## src/rtl/vga_sprite_memory_arbiter.sv

```systemverilog
// vga_sprite_memory_arbiter
// Shares one synchronous single-port sprite RAM between the display fetch
// path, a sprite loader and a clear engine. The display always wins, then
// the clear engine, then the loader. All RAM pins are driven from registers.
module vga_sprite_memory_arbiter #(
    parameter int N    = 8,
    parameter int Size = 16,
    parameter int W    = 8
) (
    input  logic         Clk,
    input  logic         Reset_n,
    // display fetch path
    input  logic         Disp_Req,
    input  logic [9:0]   Disp_Row,
    input  logic [9:0]   Disp_Col,
    output logic         Disp_Valid,
    output logic [W-1:0] Disp_Data,
    // sprite loader
    input  logic         Load_Valid,
    output logic         Load_Ready,
    input  logic [9:0]   Load_Row,
    input  logic [9:0]   Load_Col,
    input  logic [W-1:0] Load_Data,
    // clear engine
    input  logic         Clear_Start,
    output logic         Busy,
    output logic         Clear_Done,
    // sprite RAM pins
    output logic [N-1:0] Mem_Address,
    output logic         Mem_WE,
    output logic [W-1:0] Mem_WData,
    input  logic [W-1:0] Mem_RData
);

    // Last linear address of the sprite; the clear ends after writing it.
    localparam logic [31:0] LAST_ADDR = 32'(Size * Size - 1);
    localparam logic [N:0]  CNT_ONE   = 1;

    typedef enum logic {
        ST_IDLE,
        ST_CLEAR
    } state_t;

    state_t         state_reg;
    logic [N:0]     count_reg;
    logic [N-1:0]   mem_address_reg;
    logic           mem_we_reg;
    logic [W-1:0]   mem_wdata_reg;
    logic           busy_reg;
    logic           clear_done_reg;

    // display read pipeline: stage a follows the address edge, stage b the RAM edge
    logic           rd_req_a_reg;
    logic           rd_hit_a_reg;
    logic           rd_req_b_reg;
    logic           rd_hit_b_reg;
    logic           disp_valid_reg;
    logic [W-1:0]   disp_data_reg;

    logic           disp_in_range;
    logic           load_in_range;
    logic           disp_hit;
    logic           load_fire;
    logic           load_write;
    logic           clear_write;
    logic           clear_last;
    logic [N-1:0]   disp_addr;
    logic [N-1:0]   load_addr;

    // Linear address at full width, truncated to the RAM address width.
    function automatic logic [N-1:0] lin_addr(input logic [9:0] row, input logic [9:0] col);
        logic [31:0] full;
        full = 32'(row) * 32'(Size) + 32'(col);
        return full[N-1:0];
    endfunction

    function automatic logic in_range(input logic [9:0] row, input logic [9:0] col);
        return (32'(row) < 32'(Size)) && (32'(col) < 32'(Size));
    endfunction

    assign disp_in_range = in_range(Disp_Row, Disp_Col);
    assign load_in_range = in_range(Load_Row, Load_Col);
    assign disp_addr     = lin_addr(Disp_Row, Disp_Col);
    assign load_addr     = lin_addr(Load_Row, Load_Col);

    // The loader only gets the slot when idle and the display is quiet.
    assign Load_Ready  = Reset_n & ~Disp_Req & (state_reg == ST_IDLE);

    // Grant decode; the three access kinds are mutually exclusive by construction.
    always_comb begin
        disp_hit    = Disp_Req & disp_in_range;
        load_fire   = Load_Valid & Load_Ready;
        load_write  = load_fire & load_in_range;
        clear_write = (state_reg == ST_CLEAR) & ~Disp_Req;
        clear_last  = clear_write & (count_reg == LAST_ADDR[N:0]);
    end

    // Sequencer: clear FSM, counter and registered RAM pins.
    always_ff @(posedge Clk) begin
        if (!Reset_n) begin
            state_reg       <= ST_IDLE;
            count_reg       <= '0;
            mem_address_reg <= '0;
            mem_we_reg      <= 1'b0;
            mem_wdata_reg   <= '0;
            busy_reg        <= 1'b0;
            clear_done_reg  <= 1'b0;
        end else begin
            mem_we_reg     <= 1'b0;
            clear_done_reg <= 1'b0;

            // An out-of-range display request leaves the address pins untouched.
            if (disp_hit) begin
                mem_address_reg <= disp_addr;
            end else if (clear_write) begin
                mem_address_reg <= count_reg[N-1:0];
                mem_we_reg      <= 1'b1;
                mem_wdata_reg   <= '0;
            end else if (load_write) begin
                mem_address_reg <= load_addr;
                mem_we_reg      <= 1'b1;
                mem_wdata_reg   <= Load_Data;
            end

            case (state_reg)
                ST_IDLE: begin
                    if (Clear_Start) begin
                        state_reg <= ST_CLEAR;
                        count_reg <= '0;
                        busy_reg  <= 1'b1;
                    end
                end
                ST_CLEAR: begin
                    if (clear_write) begin
                        count_reg <= count_reg + CNT_ONE;
                        if (clear_last) begin
                            state_reg      <= ST_IDLE;
                            busy_reg       <= 1'b0;
                            clear_done_reg <= 1'b1;
                        end
                    end
                end
                default: begin
                    state_reg <= ST_IDLE;
                    busy_reg  <= 1'b0;
                end
            endcase
        end
    end

    // Display return pipeline: blanks out-of-range pixels to transparent.
    always_ff @(posedge Clk) begin
        if (!Reset_n) begin
            rd_req_a_reg   <= 1'b0;
            rd_hit_a_reg   <= 1'b0;
            rd_req_b_reg   <= 1'b0;
            rd_hit_b_reg   <= 1'b0;
            disp_valid_reg <= 1'b0;
            disp_data_reg  <= '0;
        end else begin
            rd_req_a_reg   <= Disp_Req;
            rd_hit_a_reg   <= disp_hit;
            rd_req_b_reg   <= rd_req_a_reg;
            rd_hit_b_reg   <= rd_hit_a_reg;
            disp_valid_reg <= rd_req_b_reg;
            disp_data_reg  <= rd_hit_b_reg ? Mem_RData : '0;
        end
    end

    assign Mem_Address = mem_address_reg;
    assign Mem_WE      = mem_we_reg;
    assign Mem_WData   = mem_wdata_reg;
    assign Busy        = busy_reg;
    assign Clear_Done  = clear_done_reg;
    assign Disp_Valid  = disp_valid_reg;
    assign Disp_Data   = disp_data_reg;

endmodule

```

## config.mk

```make
export PLATFORM = sky130hd
export DESIGN_NAME = vga_sprite_memory_arbiter
export DESIGN_NICKNAME = d
export VERILOG_FILES = /design/src/rtl/vga_sprite_memory_arbiter.sv
export SDC_FILE = /design/constraint.sdc
export NUM_CORES = 1
export LEC_CHECK = 0
export BUFFER_PORTS_ARGS = -buffer_cell sky130_fd_sc_hd__buf_2
export CAP_MARGIN = 30
export CORE_ASPECT_RATIO = 0.8
export CORE_MARGIN = 2
export CORE_UTILIZATION = 49
export DETAILED_ROUTE_END_ITERATION = 10
export PLACE_DENSITY = 0.84
export SETUP_SLACK_MARGIN = 0.2
export SKIP_LAST_GASP = 1
export SLEW_MARGIN = 20
export SYNTH_ARGS = -nofsm -noshare
export SYNTH_HDL_FRONTEND = slang
export SYNTH_SLANG_ARGS = --single-unit
```

## constraint.sdc

```tcl
create_clock -name Clk -period 3.9 [get_ports Clk]
set_clock_uncertainty 0.1 [all_clocks]
set_input_delay 0.39 -clock Clk [delete_from_list [all_inputs] [get_ports Clk]]
set_output_delay 0.39 -clock Clk [all_outputs]
set_load 0.005 [all_outputs]
```

# After elaboration in Yosys (flattened, before gate mapping)
# Index checks and enable logic that the tools add are counted.
dict set report classes {
  addsub 3
  multipliers 0
  div 0
  magnitude_cmp 4
  eq_ne 4
  n_shift 0
  muxes 19
  bitwise 11
  n_reduce_logical 10
}
# op count
set ops {}
lappend ops {{10-bit by 5-bit less-than comparator with 1-bit output (second input constant)} 4}
lappend ops {{8-bit 2-to-1 mux} 5}
lappend ops {{9-bit 2-to-1 mux} 2}
lappend ops {{9-bit one-hot mux with 2 select lines} 1}
lappend ops {{8-bit adder} 2}
lappend ops {{9-bit by 1-bit adder with 9-bit output (second input constant)} 1}
lappend ops {{9-bit by 8-bit == test with 1-bit output (second input constant)} 1}
lappend ops {{1-bit 2-to-1 mux} 9}
lappend ops {{1-bit AND} 7}
lappend ops {{2-bit AND reduction} 3}
lappend ops {{3-bit AND reduction} 2}
lappend ops {{2-bit by 1-bit inequality test with 1-bit output (second input constant)} 2}
lappend ops {{1-bit inverter} 4}
lappend ops {{1-bit one-hot mux with 2 select lines} 2}
lappend ops {{3-bit nonzero test} 1}
lappend ops {{1-bit logical AND} 2}
lappend ops {{2-bit inequality test (second input constant)} 1}
lappend ops {{2-bit nonzero test} 1}
lappend ops {{2-bit OR reduction} 1}
dict set report totals {
  ff_bits 42
  latch_bits 0
  ram_bits 0
  rom_bits 0
  input_bits 61
  out_inout_bits 29
  word_cells 64
  n_memories 0
}

# Depth between registers and ports, before layout
dict set report depth {
  word_depth 8
  ltp_mapped 8
  ltp_nobuf 8
}

# Least setup slack after synthesis
# Ideal clock, no wire load.
dict set report synth_path {
  path_kind {input port to flip-flop}
  from {input port Load_Row[9]}
  to {register mem_address_reg[5] (netlist: Mem_Address[5])}
  setup_time_ns 0.086
  t_arrival_ns 1.636
  required_ns 3.714
  path_slack_ns 2.078
  path_stages 6
  n_path_buf 1
  path_cell_list {or4b_4 > nor3_4 > and2_1 > buf_6 > o211ai_1 > a221oi_2}
}
dict set report synth_via {
  elab_chain_cells 4
}
# item line
set synth_rtl {}
lappend synth_rtl {{start, declared} 21} ;# input logic [9:0] Load_Row,
lappend synth_rtl {{10-bit by 5-bit less-than comparator with 1-bit output} 78} ;# return (32'(row) < 32'(Size)) && (32'(col) < 32'(Size));
lappend synth_rtl {{1-bit logical AND} 78}
lappend synth_rtl {{1-bit AND} 93} ;# load_write = load_fire & load_in_range;
lappend synth_rtl {{3-bit nonzero test (no source line)} --}
lappend synth_rtl {{end signal, assigned} 114} ;# mem_address_reg <= disp_addr;
lappend synth_rtl {{end signal, assigned} 116} ;# mem_address_reg <= count_reg[N-1:0];
lappend synth_rtl {{end signal, assigned} 120} ;# mem_address_reg <= load_addr;
lappend synth_rtl {{end, declared} 46} ;# logic [N-1:0] mem_address_reg;
# Every way passes these cells.
# A chain may end at the register's enable or synchronous reset.

# Worst setup path in the final report
dict set report layout_path {
  from {register state_reg}
  to {register count_reg[7]}
}
dict set report layout_via {
  elab_chain_cells 3
  word_cells_on_any_way 6
  cone_classes {eq/ne: 2; mux: 1; bitwise: 2; reduce/logical: 1}
}
# item line
set layout_rtl {}
lappend layout_rtl {{start, declared} 44} ;# state_t state_reg;
lappend layout_rtl {{start signal, assigned} 101} ;# state_reg <= ST_IDLE;
lappend layout_rtl {{start signal, assigned} 128} ;# state_reg <= ST_CLEAR;
lappend layout_rtl {{start signal, assigned} 137} ;# state_reg <= ST_IDLE;
lappend layout_rtl {{1-bit AND or 1-bit inverter (tied branches)} --}
lappend layout_rtl {{2-bit by 1-bit inequality test with 1-bit output (no source line) or 2-bit inequality test (tied branches)} --}
lappend layout_rtl {{2-bit AND reduction (no source line)} --}
lappend layout_rtl {{end signal, assigned} 135} ;# count_reg <= count_reg + CNT_ONE;
lappend layout_rtl {{end, declared} 45} ;# logic [N:0] count_reg;
# Several ways; a longest one is shown, not always the timed one.

==> reports/qor.txt <==
============================================================================================
Number of top-level pins                                                                  90
Sequential element share of the synthesized area                                       0.438
Overall via count from detail_route                                                     1892
Critical path start-end classification                                               reg2reg
Number of warnings reported in the yosys synthesis log                                     0
Worst path required time                                                             4.03 ns
Detailed Route Iter0 Violations                                                          123
Buffers added on ports                                                                    89
CTS hold repair buffers                                                                    0
Critical Path AT                                                                     2.25 ns
Clock sinks                                                                               42
Clock insertion delay at the later pin of the skew report                            0.30 ns
Synthesized-area fraction occupied by adder cells                                     0.0731
Period utilisation layout                                                              0.541
Number of failing setup endpoints in the final timing report                               0
Largest area contributor in the synthesized netlist                                  dfxtp_1
Post-Syn Instances                                                                       218
Global Route Usage Sum                                                                 0.227
Mean instance size in the synthesized netlist                                      8.80 um^2
Min Tclk post-route                                                                  2.11 ns
Number of buffers added for setup after CTS                                                0
Compound-gate portion of the synthesized area                                          0.145
Synth unique cells                                                                        39
Proportion of netlist area held by the largest area contributor                        0.438
CTS tree                                                                               built
Area contributors post-synth                                                    dfxtp_1 44%, nand2_1 6.3%, a21oi_1 6.0%
Final GP Congestion                                                                    0.859
DRT Wirelength                                                                       4880 um
Wire length per cell after detailed routing                                          13.5 um
Cells along the critical path                                                   nand2b_1 -> nand2_1 -> nand4_1 -> or3_1 -> a21oi_1
Pin count of the biggest net entering global routing                                      26
Number of buffers on the longest clock path                                                2
CP Max Fanout                                                                             16
Slowest cell on the critical path                                                    dfxtp_1
Net count of the finished layout                                                         377
Number of H-tree levels                                                                    2
Synth Net Count                                                                          289
Post-CTS Resized                                                                           0
Final design utilization                                                               0.659
Number of optimization iterations in the first detailed-route pass                         4
Top library cells by usage in the layout, fill and taps aside                   89 x buf_2, 42 x dfxtp_1, 32 x nand2_1
Static Leak                                                                          1.17 nW
Multiplexer share of the synthesized area                                                  0
Worst voltage drop across the vdd grid                                              0.285 mV
Die Span X                                                                           74.0 um
Area of the core region                                                            3780 um^2
Via-to-Cell Ratio                                                                       5.23
Worst slew slack as a fraction of its limit                                            0.589
Total power divided by cell area                                                 353 nW/um^2
Total negative slack                                                                    0 ns
Delay of the slowest critical-path stage                                             0.49 ns
Unrepaired setup endpoints after global routing                                           no
Number of max-cap violations                                                               0
Mapped cell area                                                                   1920 um^2
HPWL after detailed placement                                                        3710 um
Kind of launch point of the worst setup path                                            flop
Basic-gate share of the synthesized area counting and, or, nand and nor cells          0.256
Most common cell after layout, fill and taps aside                                     buf_2
Synth-to-layout area growth                                                            29.9%
Worst Max-Slew Pin Slew                                                             0.616 ns
Max Freq                                                                             474 MHz
Clock-pin slew of the registers on the worst-case setup and hold paths               0.08 ns
Xor and xnor area share after synthesis                                               0.0411
Critical Path End Type                                                                  flop
Outcome                                                                            completed
Number of max-slew violations in the final report                                          0
Flip-flop count of the largest register after layout                                       9
Initial antenna violation count                                                            0
Cts bufs inserted                                                                          5
Yosys reg bits                                                                            42
Die Outline Area                                                                   4430 um^2
Fraction of final layout cells sized beyond drive strength 1                           0.332
Wire length of the first global-routing pass                                         7530 um
Std cell rows                                                                             20
ANT nets after route                                                                       0
Via count of the first global-routing pass                                              1741
Remaining global-route overflow                                                            0
Clk root buf                                                                        clkbuf_8
Antenna diode instance count                                                               0
Vert. Die Dim                                                                        60.0 um
Initial Utilization                                                                    0.508
Fin. Hold Viols                                                                            0
Count of unresolved DRC violations after routing                                           0
Combinational family with the most area after synthesis                         simple AND/OR/NAND/NOR gates
Hold crit path type                                                                   in2reg
============================================================================================
==> worst max-delay path, delay by kind of cell, from the launching register on <==
family / cells / cell delay [ns]
DFF: 1 / 0.49
AOI/OAI and AO/OA: 1 / 0.14
and+or+nand+nor: 4 / 1.31
==> report_power, final <==
| part | leakage [nW] | internal (mW) | switching (mW) | total, mW |
|---|---|---|---|---|
| logic | 0.775 | 0.0476 | 0.0489 | 0.0965 |
| registers | 0.340 | 0.434 | 0.00413 | 0.438 |
| clock network | 0.0514 | 0.191 | 0.155 | 0.346 |
| total | 1.17 | 0.673 | 0.208 | 0.880 |
==> logic make-up after synthesis <==
family                   Yosys count
adder cells (fa/ha/maj)           10
XOR/XNOR                           9
AND/OR/NAND/NOR                   93
AO/OA/AOI/OAI                     47
buffers and inverters             17
flip-flops                        42
==> synthesized netlist by cell type <==
cell type,instances
nand2b_1,2
nor2b_1,2
nand4_1,6
ha_1,8
or4b_4,1
nor4_1,2
a211o_1,1
and3_1,10
nor3_1,3
buf_12,1
o41ai_1,1
nand3_1,8
o211ai_1,1
nor2_1,15
o2111ai_1,1
dfxtp_1,42
xor2_1,6
a211oi_1,1
o21ai_0,10
nor4b_1,1
nand2_1,32
xnor2_1,3
a21oi_1,23
a21o_1,1
buf_6,1
inv_1,8
and2_1,5
buf_2,1
nor3_4,1
a22oi_1,1
nor3b_4,1
and3_4,1
fa_1,2
clkbuf_1,6
or3_1,2
and4_1,1
a31oi_1,5
o2111a_1,1
a221oi_2,1
==> metrics by stage <==
step	power, mW	instance area, um^2	hold slack (ns)	setup slack [ns]	cells
floorplan	0.495	1920	0.312	2.08	218
global placement	0.540	2370	0.320	1.61	353
detailed placement	0.543	2370	0.320	1.57	353
CTS	0.886	2480	0.212	1.82	361
global route	0.914	2490	0.218	1.59	362
finish	0.880	2490	0.213	1.79	362
==> per-layer routing <==
| metal | GRT usage | wire (um) | vias to the layer above |
|---|---|---|---|
| met3 | 0.0523 | 341 | 10 |
| met1 | 0.280 | 2120 | 872 |
| met5 | 0 | 0 | - |
| met4 | 0.0987 | 85 | 0 |
| li1 | - | - | 937 |
| met2 | 0.381 | 2320 | 73 |
==> area by class of cell <==
type                       count  area [um^2]
sequential                    42          841
timing repair buffer          90          453
clock buffer                   6         72.6
inverter                       8         30.0
multi-input combinational    159          988
fill                         331         1290
clock inverter                 2         37.5
tap                           55         68.8
==> path summary, 6_finish.rpt <==
path | start | endpoint | slack, ns | cells past startpoint
worst min-delay path | Mem_RData[7] | Disp_Data[7]$_SDFF_PN0_ | 0.21 | 2
worst min register to register | rd_req_b_reg$_SDFF_PN0_ | Disp_Valid$_SDFF_PN0_ | 0.34 | 1
worst max register to register | state_reg$_SDFF_PN0_ | count_reg[7]$_SDFFE_PN0P_ | 1.79 | 5
worst max-delay path | state_reg$_SDFF_PN0_ | count_reg[7]$_SDFFE_PN0P_ | 1.79 | 5
Note: power is estimated with default switching activity, not from simulation.
